**config.mk**
```make
export PLATFORM = sky130hd
export DESIGN_NAME = updown_mod_counter
export DESIGN_NICKNAME = d
export VERILOG_FILES = /design/src/rtl/counter_pkg.sv /design/src/rtl/count_prescaler.sv /design/src/rtl/updown_mod_counter.sv
export SDC_FILE = /design/constraint.sdc
export NUM_CORES = 1
export LEC_CHECK = 0
export ABC_AREA = 1
export ABC_CLOCK_PERIOD_IN_PS = 1800
export CAP_MARGIN = 20
export CELL_PAD_IN_SITES_DETAIL_PLACEMENT = 1
export CELL_PAD_IN_SITES_GLOBAL_PLACEMENT = 2
export CORE_MARGIN = 1.5
export CORE_UTILIZATION = 24
export DETAILED_ROUTE_END_ITERATION = 8
export MAX_ROUTING_LAYER = met4
export PLACE_DENSITY_LB_ADDON = 0.25
export SLEW_MARGIN = 10
export SYNTH_ARGS = -nofsm -noshare
export SYNTH_HDL_FRONTEND = slang
export SYNTH_HIERARCHICAL = 1
export SYNTH_SLANG_ARGS = --single-unit
```
**constraint.sdc**
```tcl
create_clock -name clk -period 1.8 [get_ports clk]
set_input_delay 0.45 -clock clk [delete_from_list [all_inputs] [get_ports clk]]
set_output_delay 0.45 -clock clk [all_outputs]
set_load 0.03 [all_outputs]
```
**src/rtl/counter_pkg.sv**
```systemverilog
// Shared constants and helpers for the up/down modulo counter.
// Mode/direction encodings match the raw sat/up input levels.
package counter_pkg;

  localparam logic MODE_WRAP = 1'b0;
  localparam logic MODE_SAT  = 1'b1;
  localparam logic DIR_UP    = 1'b1;
  localparam logic DIR_DOWN  = 1'b0;

  // Limit a parallel-load value to the top of the count range.
  function automatic logic [31:0] clamp_load(input logic [31:0] value, input logic [31:0] max);
    if (value > max) begin
      clamp_load = max;
    end else begin
      clamp_load = value;
    end
  endfunction

endpackage

```
**src/rtl/count_prescaler.sv**
```systemverilog
// Divides enabled cycles by PRESCALE; step pulses on the last phase.
// PRESCALE=1 degenerates to a direct pass-through of en.
module count_prescaler #(
  parameter int PRESCALE = 1
) (
  input  logic clk,
  input  logic reset,
  input  logic en,
  input  logic restart,
  output logic step
);

  generate
    if (PRESCALE == 1) begin : g_bypass
      logic unused_s;
      assign unused_s = &{1'b0, clk, reset, restart};
      assign step     = en;
    end else begin : g_div
      localparam int PW = $clog2(PRESCALE);
      localparam logic [PW-1:0] LAST = PW'(PRESCALE - 1);

      logic [PW-1:0] phase_r;

      assign step = en && !restart && (phase_r == LAST);

      // Phase counter: restart wins, holds while disabled.
      always_ff @(posedge clk or negedge reset) begin
        if (!reset) begin
          phase_r <= '0;
        end else if (restart) begin
          phase_r <= '0;
        end else if (en) begin
          phase_r <= (phase_r == LAST) ? '0 : phase_r + PW'(1);
        end else begin
          phase_r <= phase_r;
        end
      end
    end
  endgenerate

endmodule

```
**src/rtl/updown_mod_counter.sv**
```systemverilog
// Synchronous up/down counter modulo MAX_COUNT+1 with prescale, load,
// wrap/saturate mode, terminal-count pulse and sticky overflow flag.
module updown_mod_counter
  import counter_pkg::*;
#(
  parameter int WIDTH     = 8,
  parameter int MAX_COUNT = 2**WIDTH - 1,
  parameter int PRESCALE  = 1
) (
  input  logic             clk,
  input  logic             reset,
  input  logic             en,
  input  logic             up,
  input  logic             sat,
  input  logic             load,
  input  logic [WIDTH-1:0] load_val,
  input  logic             clr_ovf,
  output logic [WIDTH-1:0] q,
  output logic             tc,
  output logic             ovf
);

  localparam logic [WIDTH-1:0] MAX_Q = WIDTH'(MAX_COUNT);

  logic [WIDTH-1:0] q_r;
  logic             tc_r;
  logic             ovf_r;
  logic             step_s;
  logic [WIDTH-1:0] q_step_s;
  logic             bnd_s;
  logic [WIDTH-1:0] load_q_s;

  count_prescaler #(
    .PRESCALE(PRESCALE)
  ) u_presc (
    .clk    (clk),
    .reset  (reset),
    .en     (en),
    .restart(load),
    .step   (step_s)
  );

  assign load_q_s = WIDTH'(clamp_load(32'(load_val), 32'(MAX_COUNT)));

  // Value after one step and whether that step hits the current boundary.
  always_comb begin
    q_step_s = q_r;
    bnd_s    = 1'b0;
    if (up == DIR_UP) begin
      if (q_r == MAX_Q) begin
        bnd_s    = 1'b1;
        q_step_s = (sat == MODE_WRAP) ? '0 : MAX_Q;
      end else begin
        q_step_s = q_r + WIDTH'(1);
      end
    end else begin
      if (q_r == '0) begin
        bnd_s    = 1'b1;
        q_step_s = (sat == MODE_SAT) ? '0 : MAX_Q;
      end else begin
        q_step_s = q_r - WIDTH'(1);
      end
    end
  end

  // Count, pulse and sticky flag registers; load beats a pending step.
  always_ff @(posedge clk or negedge reset) begin
    if (!reset) begin
      q_r   <= '0;
      tc_r  <= 1'b0;
      ovf_r <= 1'b0;
    end else if (load) begin
      q_r   <= load_q_s;
      tc_r  <= 1'b0;
      ovf_r <= ovf_r && !clr_ovf;
    end else if (step_s) begin
      q_r   <= q_step_s;
      tc_r  <= bnd_s;
      ovf_r <= bnd_s || (ovf_r && !clr_ovf);
    end else begin
      q_r   <= q_r;
      tc_r  <= 1'b0;
      ovf_r <= ovf_r && !clr_ovf;
    end
  end

  assign q   = q_r;
  assign tc  = tc_r;
  assign ovf = ovf_r;

endmodule

```
# ---- Word-level counts from Yosys, hierarchy flattened
# Index checks and enable logic that the tools add are counted.
dict set report classes {
  add_sub_neg 2
  n_eq_ne 1
  muxes 14
  reduce_logical 5
}
# op n
set op_table {}
lappend op_table {{$mux W8} 7}
lappend op_table {{$add A8 B1 Y8 const B} 1}
lappend op_table {{$eq A8 B8 Y1 const B} 1}
lappend op_table {{$logic_not A8 Y1} 1}
lappend op_table {{$sub A8 B1 Y8 const B} 1}
lappend op_table {{$mux W1} 7}
lappend op_table {{$reduce_bool A2 Y1} 1}
lappend op_table {{$logic_and A1 B1 Y1} 1}
lappend op_table {{$logic_not A1 Y1} 1}
lappend op_table {{$logic_or A1 B1 Y1} 1}
dict set report word_totals {
  ff_bits 10
  input_bits 15
  output_inout_bits 10
  word_cells 25
}

# ---- Longest topological paths before layout
# Gate-level depths: netlist of the first run.
dict set report logic_depth {
  depth_word 6
  depth_mapped 11
  depth_no_buf 10
}

# ---- Hierarchy
# The synthesis of the first run kept the hierarchy.
# mod instances cells_per_inst area_each_um2 seq_area_each_um2
set by_module_without_submodules {}
lappend by_module_without_submodules {updown_mod_counter 1 159 960.9 250.2}
lappend by_module_without_submodules {count_prescaler 1 1 7.5 0.0}

# ---- Least setup slack after synthesis of the first run
# Ideal clock, no wire load.
dict set report synth_path {
  path_type {register -> register}
  from {register q_r[0], in the netlist q[0]}
  to {register q_r[5], in the netlist q[5]}
  setup_time_ps 117
  t_arrival_ps 1459
  required_time_ps 1683
  setup_slack_ps 223
  stages_incl_launch_ff 11
  n_path_buf 0
  synth_period_minus_slack_ps 1577
  cell_sequence {dfrtp_1 inv_1 ha_1 nand3_2 nor2_4 nand2_2 nand2_2 nor2_4 nand3_1 nand2_1 nand2_1}
}
dict set report synth_between {
  elab_chain_cells 5
  elab_cells_between_ends 9
}
# item line
set synth_rtl {}
lappend synth_rtl {{start, declared} updown_mod_counter.sv:25} ;# logic [WIDTH-1:0] q_r;
lappend synth_rtl {{start signal, assigned} updown_mod_counter.sv:73} ;# q_r <= load_q_s;
lappend synth_rtl {{start signal, assigned} updown_mod_counter.sv:77} ;# q_r <= q_step_s;
lappend synth_rtl {{start signal, assigned} updown_mod_counter.sv:81} ;# q_r <= q_r;
lappend synth_rtl {{$sub A8 B1 Y8 (tied with other cells)} updown_mod_counter.sv:61} ;# q_step_s = q_r - WIDTH'(1);
lappend synth_rtl {{$mux W8, on equally long branches} {updown_mod_counter.sv:57, updown_mod_counter.sv:50}}
lappend synth_rtl {{$mux W8 (*)} updown_mod_counter.sv:49} ;# if (up == DIR_UP) begin
lappend synth_rtl {{$mux W8 (*)} updown_mod_counter.sv:76} ;# end else if (step_s) begin
lappend synth_rtl {{$mux W8 (*)} updown_mod_counter.sv:72} ;# end else if (load) begin
# Mark *: on every way between the ends. The rest lies on a longest branch, timed or not. The select of a mux whose other input is x is not followed.
# A chain may end at the register's enable or synchronous reset.

# ---- Worst setup path after layout of the first run
dict set report layout_path {
  from {register q_r[5], in the netlist q[5]}
  to {output port q[5]}
}
# item line
set layout_lines {}
lappend layout_lines {{end, declared} updown_mod_counter.sv:18} ;# output logic [WIDTH-1:0] q,
# No word-level cell between the ends.

==> results of run 1 <==
final cells by class:
type,count,area share [%]
sequential,10,18.7
tap,48,4.48
clock buffer,3,3.08
multi-input combinational,127,45.9
timing repair buffer,33,23.1
inverter,17,4.76
where the power goes:
group	switching (mW)	internal, mW
sequential	0.0243	0.253
combinational	0.278	0.184
clock	0.0881	0.147
cells in the final DEF, fill, tap and decap left out:
cell and instances:
o21ai_1 1, o21ai_0 2, inv_1 15, nor2_1 30, dfrtp_1 10, a21oi_1 1
a22oi_1 1, o22ai_1 1, nor2_2 4, nand4_1 2, dlymetal6s2s_1 1, nand3_1 14
xor2_1 3, nand3_2 1, dlygate4sd2_1 1, clkbuf_8 3, clkdlybuf4s50_1 22, xnor2_1 1
buf_4 9, inv_2 2, nand2_2 5, ha_1 3, nor2_4 4, nand2_1 54
how the worst max path moves through the flow:
stage          startpoint   end  slack, ns  cells past startpoint
6_report             q[5]  q[5]       0.03                      1
5_1_grt              q[5]  q[5]      0.001                      1
4_1_cts              q[0]  q[0]       0.01                      1
3_5_place_dp           up  q[4]       0.07                      8
3_3_place_gp           up  q[4]       0.06                      8
2_1_floorplan        q[0]  q[5]       0.22                     10
repair_timing:
item / 4_1_cts / 5_1_grt
buffers inserted: 0 / 0
hold buffers: 0 / 0
setup endpoints to repair: 1 / 1
resized for setup: 1 / 1
flip-flops by register name (all words and copies together), names as in the netlist:
signal  flops
ovf         1
q           8
tc          1
metal layers:
layer	vias to the layer above	global-route usage, %	wire length [µm]	share of wire, %
met2	22	26.0	1350	45
met1	473	22.4	1570	52
met5	-	-	0	0
li1	547	-	-	-
met4	0	4.59	18	0.60
met3	2	1.52	67	2.2
metrics by stage:
step           cell area (µm²)  cells  power (mW)
3_3_place_gp              1300    235       0.744
3_5_place_dp              1300    235       0.749
2_1_floorplan              968    160       0.570
4_1_cts                   1340    238       0.992
5_1_grt                   1340    238        1.05
6_report                  1340    238       0.975
synth_stat cells:
cell type / instances
inv_2: 2
dfrtp_1: 10
nand2_2: 5
inv_1: 15
nand4_1: 2
a22oi_1: 1
a21oi_1: 1
nor2_1: 30
nor2_4: 4
ha_1: 3
xor2_1: 3
buf_4: 4
nor2_2: 4
o21ai_0: 2
xnor2_1: 1
nand2_1: 54
o21ai_1: 1
clkbuf_2: 1
nand3_1: 14
o22ai_1: 1
nand3_2: 1
clkbuf_1: 1
kinds of logic after synthesis:
logic type / Yosys count / synth area share, %
compound gates: 6 / 3.49
fa+ha+maj: 3 / 3.88
flops: 10 / 25.8
buf+inv: 23 / 10.6
xor+xnor: 4 / 3.62
simple gates: 114 / 52.6
==> reports/metrics.yaml, run 1 <==
run_status:
  status: "completed"
layout:
  utilization_pct: 35.5
  fin_nets: 210
  ff_latch_area_um2: 250
  multi_input_area_um2: 616
  area_growth_pct: 38.4
  nFillCells: 488
  diodes: 0
  layout-drive-gt1-share_pct: 14.7
global_routing:
  grtUsageTotal_pct: 16.4
  overflow: 0
  grt_max_degree: 16
  grt_first_pass_wirelength_um: 5410
  antenna_found_initial: 0
  grt_pass1_vias: 1167
sta:
  setup_slack_ns: 0.0317
  fmax_mhz: 566
  min_period_ns: 1.77
  rsz0062_at_grt: "no"
  finalSetupViolCount: 0
  fin_crit_sh_pct: 98.2
  tightest_slew_ns: 0.488
  hold_slack_ns: 0.541
  fin_skew_ns: 0.00406
  hold_viol_final: 0
  slew_viol_final: 0
  tns_ns: 0
  slew_headroom_pct: 67.4
synthesis:
  syn_inst: 160
  ys_seq_elements: 10
  syn_area_um2: 968
  yosys-top-cells-area: "dfrtp_1 26%, nand2_1 21%, nor2_1 12%, nand3_1 7.2%, inv_1 5.8%"
  synth_seq_area_share_pct: 25.8
  yosys_warnings: 6
  syn_area_per_cell_um2: 6.05
  yosys.area.top_type_share_pct: 25.8
  yosys.cell_types.count: 22
  synth_nets: 178
  yosys.area.top_type: "dfrtp_1"
run:
  drv_cap: 0
critical_path:
  cpPeakStageDelay_ns: 0.69
  end_kind: "output pin"
  crit_arrival_ns: 1.32
  worstReg2RegStart: "q[0]"
  cp.required_ns: 1.35
  r2r_cells: 10
  crit_chain: "clkdlybuf4s50_1"
  cp-start-kind: "flop"
  r2r_slack_ns: 0.19
  cp_slowest_cell: "clkdlybuf4s50_1"
  worstReg2RegEnd: "q[4]"
  critPathMaxFanout: 2
  worstSetupPathType: "reg2out"
  crit_family: "buffers and inverters"
  cp.buffers_inverters: 1
die:
  core_um2: 3770
  dieArea_um2: 4420
  dieWidth_um: 66.5
  die_y_um: 66.5
  placementRows: 22
  initial_core_util_pct: 25.7
  ioPinCount: 25
min_path:
  hold_end: "ovf"
  holdPathStages: 2
  hold_start: "ovf"
  hp-class: "reg2reg"
clock_network:
  h-tree-depth: 1
  clockBufferDepth: 2
  clk_pin_slew_ns: 0.05
  cts_tree: "done"
  cts_made_buffers: 3
  cts.sinks: 10
  clock_latency_ns: 0.23
  root_buffer: "clkbuf_8"
power_and_ir_drop:
  powerDensity_nw_per_um2: 727
  peakVddDrop_mv: 0.364
  leakage_nw: 0.667
routing:
  postRouteWirelength_um: 3010
  first_pass_iters: 4
  drt.antenna.violating_nets: 0
  post-route-drc-count: 0
  drt_iter0_drc: 48
  num_vias: 1044
  wire_per_inst_um: 12.6
  vias_per_cell: 4.39
placement:
  pre_cts_slack_ns: 0.0653
  portBuffers: 24
  place_hpwl_um: 2470
  place_congestion: 0.789
No activity file was read; power rests on OpenSTA's default activity.
==> run 2: changes to the inputs <==
--- a/config.mk
+++ b/config.mk
@@ -15,6 +15,7 @@
 export DETAILED_ROUTE_END_ITERATION = 8
 export MAX_ROUTING_LAYER = met4
 export PLACE_DENSITY_LB_ADDON = 0.25
+export RECOVER_POWER = 50
 export SLEW_MARGIN = 10
 export SYNTH_ARGS = -nofsm -noshare
 export SYNTH_HDL_FRONTEND = slang
==> run 2 against run 1 <==
Against the previous run:
- sequential cell count unchanged
- via count is the same
- fmax unchanged
- wire length down 0.17%
- hold slack hardly changed
- clock power about the same
- first-iteration DRC count unchanged
- clock-buffer cell count did not move
- total power decreased by 0.36%
- critical path type unchanged
==> reports/metrics.yaml, run 2 (synthesis results as in run 1) <==
layout:
  final_cell_mix: "54 x nand2_1, 30 x nor2_1, 21 x clkdlybuf4s50_1"
  fin_nets: 210  # unchanged
  nFillCells: 489  # +0.20%
  ff_latch_area_um2: 250  # unchanged
  area_growth_pct: 37.5
  multi_input_area_um2: 616  # unchanged
  diodes: 0  # unchanged
  largest_reg_flops: 8  # unchanged
  layout-drive-gt1-share_pct: 14.7  # unchanged
  layout_commonest_cell: "nand2_1"
routing:
  top_layer: "met4"
  vias_per_cell: 4.39  # unchanged
  post-route-drc-count: 0  # unchanged
  first_pass_iters: 4  # unchanged
  wire_per_inst_um: 12.6  # -0.17%
  postRouteWirelength_um: 3000  # -0.17%
  drt_iter0_drc: 48  # unchanged
  met1_length_um: 1570  # -0.19%
  route.met3.wl_um: 67  # unchanged
  drt.antenna.violating_nets: 0  # unchanged
  dr_wl_met2_um: 1350  # -0.15%
  num_vias: 1044  # unchanged
clock_network:
  cts_setup_buffers: 0  # unchanged
  clock_latency_ns: 0.23  # about the same
  cts.sinks: 10  # unchanged
  cts_tree: "done"
  clockBufferDepth: 2  # unchanged
  cts_made_buffers: 3  # unchanged
  clk_pin_slew_ns: 0.05  # about the same
  h-tree-depth: 1  # unchanged
  root_buffer: "clkbuf_8"
critical_path:
  r2r_slack_ns: 0.19  # about the same
  crit_arrival_ns: 1.32  # about the same
  cpPeakStageDelay_ns: 0.69  # about the same
  crit_cells: 1  # unchanged
  cp_slowest_cell: "clkdlybuf4s50_1"
  r2r_cells: 10  # unchanged
  critPathMaxFanout: 2  # unchanged
  crit_family: "buffers and inverters"
  worstSetupPathType: "reg2out"
  crit_chain: "clkdlybuf4s50_1"
  cp-start-kind: "flop"
  cp.buffers_inverters: 1  # unchanged
  end_kind: "output pin"
  cp.required_ns: 1.35  # about the same
sta:
  fin_skew_ns: 0.00406  # unchanged
  fmax_mhz: 566  # unchanged
  fin_crit_sh_pct: 98.2  # unchanged
  setup_slack_ns: 0.0317  # unchanged
  tns_ns: 0  # unchanged
  slew_headroom_pct: 67.0  # -0.40 points
  finalSetupViolCount: 0  # unchanged
  slew_viol_final: 0  # unchanged
  tightest_slew_ns: 0.494  # +0.00584 ns
  min_period_ns: 1.77  # unchanged
  hold_viol_final: 0  # unchanged
  rsz0062_at_grt: "no"
global_routing:
  grt_first_pass_wirelength_um: 5410  # unchanged
  grtUsageTotal_pct: 16.4  # unchanged
  overflow: 0  # unchanged
  grt_pass1_vias: 1167  # unchanged
  antenna_found_initial: 0  # unchanged
  grt_max_degree: 16  # unchanged
placement:
  place_hpwl_um: 2470  # unchanged
  portBuffers: 24  # unchanged
  place_congestion: 0.789  # unchanged
  pre_cts_slack_ns: 0.0653  # unchanged
run_status:
  status: "completed"
min_path:
  hp-class: "reg2reg"
  holdPathStages: 2  # unchanged
power_and_ir_drop:
  powerDensity_nw_per_um2: 729  # +0.29%
  leakage_nw: 0.655  # -1.8%
  peakVddDrop_mv: 0.364  # about the same
run:
  drv_cap: 0  # unchanged
die:
  dieWidth_um: 66.5  # unchanged
  core_um2: 3770  # unchanged
  initial_core_util_pct: 25.7  # unchanged
  dieArea_um2: 4420  # unchanged
  ioPinCount: 25  # unchanged
  die_y_um: 66.5  # unchanged
  placementRows: 22  # unchanged
## run 2: changes by cell type in the layout (fill, tap and decap cells not counted)
cell,before,now
clkbuf_1,0,1
dlygate4sd3_1,0,1
clkdlybuf4s50_1,22,21
dlymetal6s2s_1,1,0
## run 2: power breakdown
part	internal, mW	switching [mW]	total (mW)
clock	0.147	0.0881	0.235
combinational	0.181	0.278	0.459
sequential	0.253	0.0244	0.277
total	0.580	0.391	0.971
## run 2: layer usage
layer  up-vias  track usage, %
li1        547               -
met1       473            22.4
met2        22            26.0
met3         2            1.52
met4         0            4.59
met5         -               -
## run 2: layout make-up
cell class | count | share of cell area [%]
clock buffers | 3 | 3.10
inverters | 17 | 4.79
multi-input cells | 127 | 46.2
flip-flops and latches | 10 | 18.8
well taps | 48 | 4.51
repair buffers | 33 | 22.6
## run 2: stage by stage
stage                     hold WS, ns  instances  total power [mW]  cell area [µm²]  utilization (%)
after global placement          0.527        235             0.744             1300             34.4
after detailed placement        0.538        235             0.749             1300             34.4
final                           0.541        238             0.971             1330             35.3
after floorplan                 0.154        160             0.570              968                -
after CTS                       0.545        238             0.992             1340             35.5
after global routing            0.581        238              1.05             1330             35.3
## run 2: timing repair
action,CTS,global route
endpoints found under the setup margin,1,1
hold buffers,0,0
resized for setup,1,1
## run 2: worst paths after layout
check / start / end
max: q[5] / q[5]
min: ovf / ovf
max reg2reg: q[0] / q[4]
min reg2reg: ovf / ovf
max in group asynchronous: reset / q[7]
min in group asynchronous: reset / ovf
